### config.mk
export PLATFORM = sky130hd
export DESIGN_NAME = icache_plru_victim_sel
export DESIGN_NICKNAME = d
export VERILOG_FILES = /design/src/rtl/icache_plru_victim_sel.sv
export SDC_FILE = /design/constraint.sdc
export NUM_CORES = 1
export LEC_CHECK = 0
export CORE_MARGIN = 5
export CORE_UTILIZATION = 50
export DETAILED_ROUTE_END_ITERATION = 8
export HOLD_SLACK_MARGIN = 0.12
export PLACE_DENSITY = 0.66
export SETUP_SLACK_MARGIN = 0.05
export SYNTH_ARGS = -nofsm -noshare
export SYNTH_HDL_FRONTEND = slang
export SYNTH_SLANG_ARGS = --single-unit
### constraint.sdc
create_clock -name clk -period 5.8 [get_ports clk]
set_clock_uncertainty 0.2 [all_clocks]
set_input_delay 0.58 -clock clk [delete_from_list [all_inputs] [get_ports clk]]
set_output_delay 0.58 -clock clk [all_outputs]
set_load 0.1 [all_outputs]
### src/rtl/icache_plru_victim_sel.sv
// icache_plru_victim_sel: tree-PLRU replacement state and victim picker.
// Victim is answered one cycle after alloc_req; invalid ways win over PLRU.
module icache_plru_victim_sel #(
    parameter int WAY_NUM = 8,
    parameter int SET_NUM = 64
) (
    input  logic                       clk,
    input  logic                       rst_n,
    input  logic                       flush,
    input  logic                       hit_vld,
    input  logic [$clog2(SET_NUM)-1:0] hit_set,
    input  logic [$clog2(WAY_NUM)-1:0] hit_way,
    input  logic                       alloc_req,
    input  logic [$clog2(SET_NUM)-1:0] alloc_set,
    input  logic [WAY_NUM-1:0]         alloc_way_vld,
    output logic                       alloc_vld,
    output logic [$clog2(WAY_NUM)-1:0] alloc_way_idx
);

    localparam int LW = $clog2(WAY_NUM);
    localparam int LS = $clog2(SET_NUM);
    localparam int TB = WAY_NUM - 1;

    typedef logic [TB-1:0] tree_t;
    typedef logic [LW-1:0] way_t;

    tree_t plru_q [SET_NUM];
    tree_t plru_d [SET_NUM];

    way_t  victim;
    way_t  plru_way;
    way_t  free_way;
    logic  all_vld;

    // Walk from the root following the bits; path bits form the way index.
    function automatic way_t tree_walk(input tree_t t);
        way_t node;
        way_t way;
        logic b;
        node = '0;
        way  = '0;
        for (int l = 0; l < LW; l++) begin
            b    = t[node];
            way  = LW'({way, b});
            node = LW'(32'(node) * 2 + 32'(b) + 1);
        end
        return way;
    endfunction

    // Make every node on the path to w point to the other half.
    function automatic tree_t tree_touch(input tree_t t, input way_t w);
        tree_t r;
        way_t  node;
        logic  dir;
        r    = t;
        node = '0;
        for (int l = 0; l < LW; l++) begin
            dir     = w[LW-1-l];
            r[node] = ~dir;
            node    = LW'(32'(node) * 2 + 32'(dir) + 1);
        end
        return r;
    endfunction

    // Lowest-index way whose valid bit is clear.
    function automatic way_t first_free(input logic [WAY_NUM-1:0] v);
        way_t idx;
        idx = '0;
        for (int i = WAY_NUM - 1; i >= 0; i--) begin
            if (!v[i]) begin
                idx = LW'(i);
            end
        end
        return idx;
    endfunction

    // Victim from pre-update state of the requested set.
    always_comb begin
        all_vld  = &alloc_way_vld;
        plru_way = tree_walk(plru_q[alloc_set]);
        free_way = first_free(alloc_way_vld);
        victim   = all_vld ? plru_way : free_way;
    end

    // Next PLRU bits: hit touch first, then refill touch; flush clears all.
    always_comb begin
        tree_t t;
        for (int s = 0; s < SET_NUM; s++) begin
            t = plru_q[s];
            if (hit_vld && (hit_set == LS'(s))) begin
                t = tree_touch(t, hit_way);
            end
            if (alloc_req && (alloc_set == LS'(s))) begin
                t = tree_touch(t, victim);
            end
            plru_d[s] = flush ? '0 : t;
        end
    end

    // PLRU storage, cleared by reset.
    always_ff @(posedge clk) begin
        if (!rst_n) begin
            for (int s = 0; s < SET_NUM; s++) begin
                plru_q[s] <= '0;
            end
        end else begin
            for (int s = 0; s < SET_NUM; s++) begin
                plru_q[s] <= plru_d[s];
            end
        end
    end

    // Registered response; index holds when no request.
    always_ff @(posedge clk) begin
        if (!rst_n) begin
            alloc_vld     <= 1'b0;
            alloc_way_idx <= '0;
        end else begin
            alloc_vld <= alloc_req;
            if (alloc_req) begin
                alloc_way_idx <= victim;
            end
        end
    end

endmodule

# After elaboration in Yosys (flattened, before gate mapping)
# Memories as Yosys holds them, arrays and structs flattened.
# Cells that the tools add are included.
# classes
n_addsub	9
mul	0
div_mod_pow	0
magnitude_cmp	10
eq_ne	126
shifts	0
n_mux	535
bitwise	70
reduce_logical	135
# op_table
operator	count
$bwmux 7	256
$mux 7	256
$eq 6x6->1 const B	64
$eq 6x5->1 const B	32
$logic_and 1x1->1	132
$eq 6x4->1 const B	16
$or 1x1->1	64
$eq 6x3->1 const B	8
$mux 3	9
$eq 6x2->1 const B	4
$lt 3x4->1 const B	5
$demux 1 s3	4
$eq 6x1->1 const B	2
$ge 3x1->1 const B	4
$logic_not 6->1	2
$add 3x1->3	3
$add 3x1->3 const B	3
$mux 1	8
$reduce_and 8->1	1
$add 1x1->2 const B	3
$bmux 1 s3	2
$not 1->1	6
$lt 2x4->1 const B	1
# totals
reg_bits	4
latch_bits	0
ram_bits	448
romBits	0
input_bits	28
out_inout_bits	4
wordCells	888
n_memories	1
# memory_table
memory	words	width	rd	rd_clocked_by_memory_dff	wr	line	rtl
plru_q	64	7	65	0	64	27	tree_t plru_q [SET_NUM];

# Logic depth before layout (Yosys ltp)
# Gate-level depths: netlist (run 1).
# logic_depth
depth_word	20
depth_mapped	19

# Least setup slack after synthesis (run 1)
# Ideal clock, no wire load.
# synth_path
path_kind	input port to flip-flop
startpoint	in alloc_set[1]
endpoint	mem plru_q[10][1] (netlist name)
setup_time_ns	0.070
arrival_time_ns	4.561
required_ns	5.530
setup_slack_ns	0.969
stages	16
path_buffers	5
cell_sequence	buf_2 -> clkbuf_1 -> mux4_2 -> a22oi_1 -> nand2_1 -> mux4_2 -> mux2i_1 -> a21oi_1 -> clkbuf_1 -> clkbuf_1 -> ha_1 -> nand2b_1 -> o41ai_2 -> clkbuf_1 -> nand3_1 -> a21oi_1
# synth_lines
item	line	rtl
start, declared	14	input logic [$clog2(SET_NUM)-1:0] alloc_set,
end, declared	27	

==> results of run 1 <==
cell usage after synthesis (63+ instances only):
cell type,n
sky130_fd_sc_hd__o22ai_1,63
sky130_fd_sc_hd__mux4_2,113
sky130_fd_sc_hd__nor2_1,634
sky130_fd_sc_hd__dfxtp_1,452
sky130_fd_sc_hd__nand2_1,463
sky130_fd_sc_hd__clkbuf_1,358
sky130_fd_sc_hd__a311oi_2,249
sky130_fd_sc_hd__a21oi_1,306
sky130_fd_sc_hd__a221oi_1,257
sky130_fd_sc_hd__nand3_1,66
sky130_fd_sc_hd__nor3_1,64
sky130_fd_sc_hd__o21ai_0,80
per-stage QoR:
step,setup slack (ns),hold WS (ns),total power [W]
final,0.6124,0.2941,0.007422
after global routing,0.5649,0.3411,0.007595
after global placement,0.2392,0.2642,0.003980
after CTS,0.8203,0.3036,0.007419
after floorplan,0.9689,0.3274,0.003744
after detailed placement,0.1707,0.2901,0.003994
area by class of cell:
type	instances	share of cell area
clock buffer	74	0.04970
antenna	2	0.0001567
timing repair buffer	167	0.05334
multi-input combinational	2607	0.5769
inverter	7	0.0008224
clock inverter	17	0.005875
sequential	452	0.2832
tap	765	0.02996
registers in the layout (all words and copies together) (netlist names):
register and cells:
alloc_way_idx 3, alloc_vld 1, plru_q 448
worst max-delay path by stage:
stage,startpoint,to,cells after the start
floorplan,alloc_set[1],plru_q[10][1]$_SDFF_PP0_,16
global placement,alloc_set[2],plru_q[12][1]$_SDFF_PP0_,11
detailed placement,alloc_set[2],plru_q[39][1]$_SDFF_PP0_,11
CTS,alloc_set[2],plru_q[39][1]$_SDFF_PP0_,11
global route,alloc_set[2],plru_q[12][1]$_SDFF_PP0_,11
finish,alloc_set[2],plru_q[33][2]$_SDFF_PP0_,11
metal layers:
| layer | vias to the layer above | wire length, microns | global-route usage |
|---|---|---|---|
| met5 | - | 20 | 0 |
| met4 | 4 | 6163 | 0.1678 |
| met3 | 397 | 11190 | 0.06719 |
| met2 | 1939 | 47240 | 0.4863 |
| met1 | 14219 | 41540 | 0.4202 |
| li1 | 12858 | - | - |
cells by family (layout without fill, tap and decap cells):
group,Yosys count,after routing,synth area share
mux,135,135,0.09494
fa+ha+maj,9,9,0.003842
compound gates,1179,1179,0.3490
other cells,0,2,0
flops,452,452,0.3087
simple gates,1284,1284,0.1760
buf+inv,446,265,0.06757
power breakdown:
| group | leakage [nW] | internal [W] | switching, W |
|---|---|---|---|
| sequential | 3.64 | 0.00311 | 0.00000422 |
| combinational | 4.77 | 0.000199 | 0.000634 |
| clock | 0.878 | 0.00203 | 0.00144 |
==> run summary, run 1 <==
From bottom edge to top edge, the die measures 252.1 microns. The tools report the post-synthesis cell type count as 48. The worst register-to-register path has a setup slack of 1.61 ns. After clock tree synthesis, the flow added hold-fix buffers numbering 0. The flow ran to the end, and the final reports show no timing, DRC or antenna violations. The post-synthesis cell area is 29310 sq um, and the area fraction of the dominant cell type after synthesis is 0.3087. The run gives 0 ns as the total negative slack for setup checks. The fraction of layout cells with a size suffix above 1 works out to 0.2049. In this run the count of I/O pins placed on the die edge is 32. The number of max-cap violations came out at 0. Based on the critical path, the design can be clocked at up to 192.8 MHz. The total overflow left after global routing is 0. The final layout contains routed wiring with a total length of 106.1 mm. Setup repair after global routing left no endpoint under its margin. Clock tree synthesis inserted a total of 53 buffers. The run gives 8 as the number of search-and-repair iterations in the first detailed-routing pass.

The detailed router finished its first iteration with 4186 violations. STA classifies the critical path startpoint as an input pin. The H-tree generated during clock tree synthesis spans 2 levels. The routed design could run at a clock period as short as 5.188 ns. The floorplan has 88 rows.

Setup violations remaining at the end of the flow were counted as 0. The final clock period utilization by the worst path works out to 0.8944. The run gives 0.3166 as the overall fraction of global-route tracks in use. For the post-cts repair resize count, the log shows 0. The end of the worst hold path was alloc_way_idx[1]$_SDFFE_PN0P_.

Synthesis inferred 452 register bits. The worst hold path begins at alloc_way_idx[1]$_SDFFE_PN0P_. During synthesis, Yosys emitted a total of 0 warnings. At the end of routability-driven placement, the weighted congestion stood at 0.9675.

In the synthesized netlist, the number of instances is 3505. Traced cell by cell, the critical path runs through clkdlybuf4s50_1 > and2_1 > a22oi_1 > a21oi_1 > nor4_1 > mux2_2 > nor4_2 > or3_4 > o22a_2 > buf_12 > o22ai_1. The synthesized design contains 0 enable-type register cells. For the sequential area share after synthesis, the log shows 0.3087.

The via count of the first global-routing pass was 28003; the count of non-filler cells in the finished layout was 4091. The finished cells cover 31950 sq um. The first global-routing pass estimated 164.1 mm of wire.

The residual antenna-violating net count after detailed routing is 0. Leaving out fill and tap cells, the most frequent cells in the layout are sky130_fd_sc_hd__nor2_1, sky130_fd_sc_hd__nand2_1, sky130_fd_sc_hd__dfxtp_1. The per-instance average area after synthesis was 8.363 sq um; the number of filler cells placed in the layout was 5212. The buffer depth of the longest clock path came out at 3. CTS saw 452 sinks.

The number of cells on the worst reg-to-reg path is 11. The endpoint required time on the critical path is 6.07 ns, and the relative max-transition margin is 0.04790. The cell sitting at the root of the clock tree is a sky130_fd_sc_hd__clkbuf_16.

The maximum cell stage delay along the critical path came out at 1.11 ns. STA classifies the critical path endpoint as a flop. The async set-reset flop share out of synthesis is 0, and the peak ir drop on the vdd network is 0.2680 mV.

From left edge to right edge, the die measures 252.1 microns. TritonCTS built the clock tree. The clock reaches the later pin of the worst-skew pair after 0.61 ns. The initial antenna violation count was 4; the final HPWL from detailed placement was 65.22 mm. The cell area reported after detailed placement is 30170 sq um. The most used flip-flop cell after synthesis is sky130_fd_sc_hd__dfxtp_1.

Via-per-instance ratio: 7.191. The final route contains 29417 vias. The die covers 63560 sq um. The buffer and inverter count on the worst path was 2.

The floorplan step defined a core boundary enclosing 57920 sq um. The cell class contributing the biggest share of worst-path delay was simple AND/OR/NAND/NOR gates. For the final max-slew violation count, the log shows 0.

The worst register-to-register path begins at plru_q[8][2]$_SDFF_PP0_. The worst-margin pin slew works out to 1.428 ns. The top cell type by total area after synthesis was sky130_fd_sc_hd__dfxtp_1. The tools report the data arrival time of the critical path as 5.46 ns. The path type of the worst min-delay path is flop to flop. The utilization of the core after routing is 0.5516, and the final-stage net count is 3325. The post-detailed-route DRC marker count came out at 0. Dividing the detail-routed wire length by the instance count gives 25.95 microns.

The power per cell area was 232.3 nW/um^2. In this run the critical register-to-register path is captured at plru_q[25][3]$_SDFF_PP0_. The setup path with the least slack is of type input pin to flop. The logs give 3998 for the number of placed cells counting well taps and 9049 sq um for the register area. Ranked by total cell area, the synthesized netlist is headed by sky130_fd_sc_hd__dfxtp_1, sky130_fd_sc_hd__a311oi_2, sky130_fd_sc_hd__mux4_2. The count of buffers added on input and output ports is 31. The multi-input combinational cells in the finished layout cover a total of 18430 sq um.

Entering global routing, the biggest net connects 133 pins. Hold-critical path depth: 1. The slowest library cell on the worst path was sky130_fd_sc_hd__and2_1. The commonest non-fill, non-tap cell in the layout was sky130_fd_sc_hd__nor2_1. After clock tree synthesis, the clock-pin slew on the worst setup and hold paths is 0.06 ns. Largest fanout of any net on the critical path: 63.

The tools report the initial core utilization as 0.5061. From synthesis to final layout, the design area changed by 8.998%. In this run the post-CTS setup repair buffer count came out at 0. The number of hold violations in the final report came out at 0. In this run the static leakage power is 9.290 nW.

The tools report the synthesized net count as 3542.
Power figures use the tool's default switching activity.
==> run 2: changes to the inputs <==
==> constraint.sdc (replaced) <==
create_clock -name clk -period 5.8 [get_ports clk]
set_clock_uncertainty 0.2 [all_clocks]
set_input_delay 0.58 -clock clk [delete_from_list [all_inputs] [get_ports clk]]
set_output_delay 0.58 -clock clk [all_outputs]
set_load 0.02 [all_outputs]
==> results of run 2 <==
Same layout as run 1 (identical final DEF). Status: finished clean.
Among the figures that moved: total power 0.007422 W -> 0.007414 W
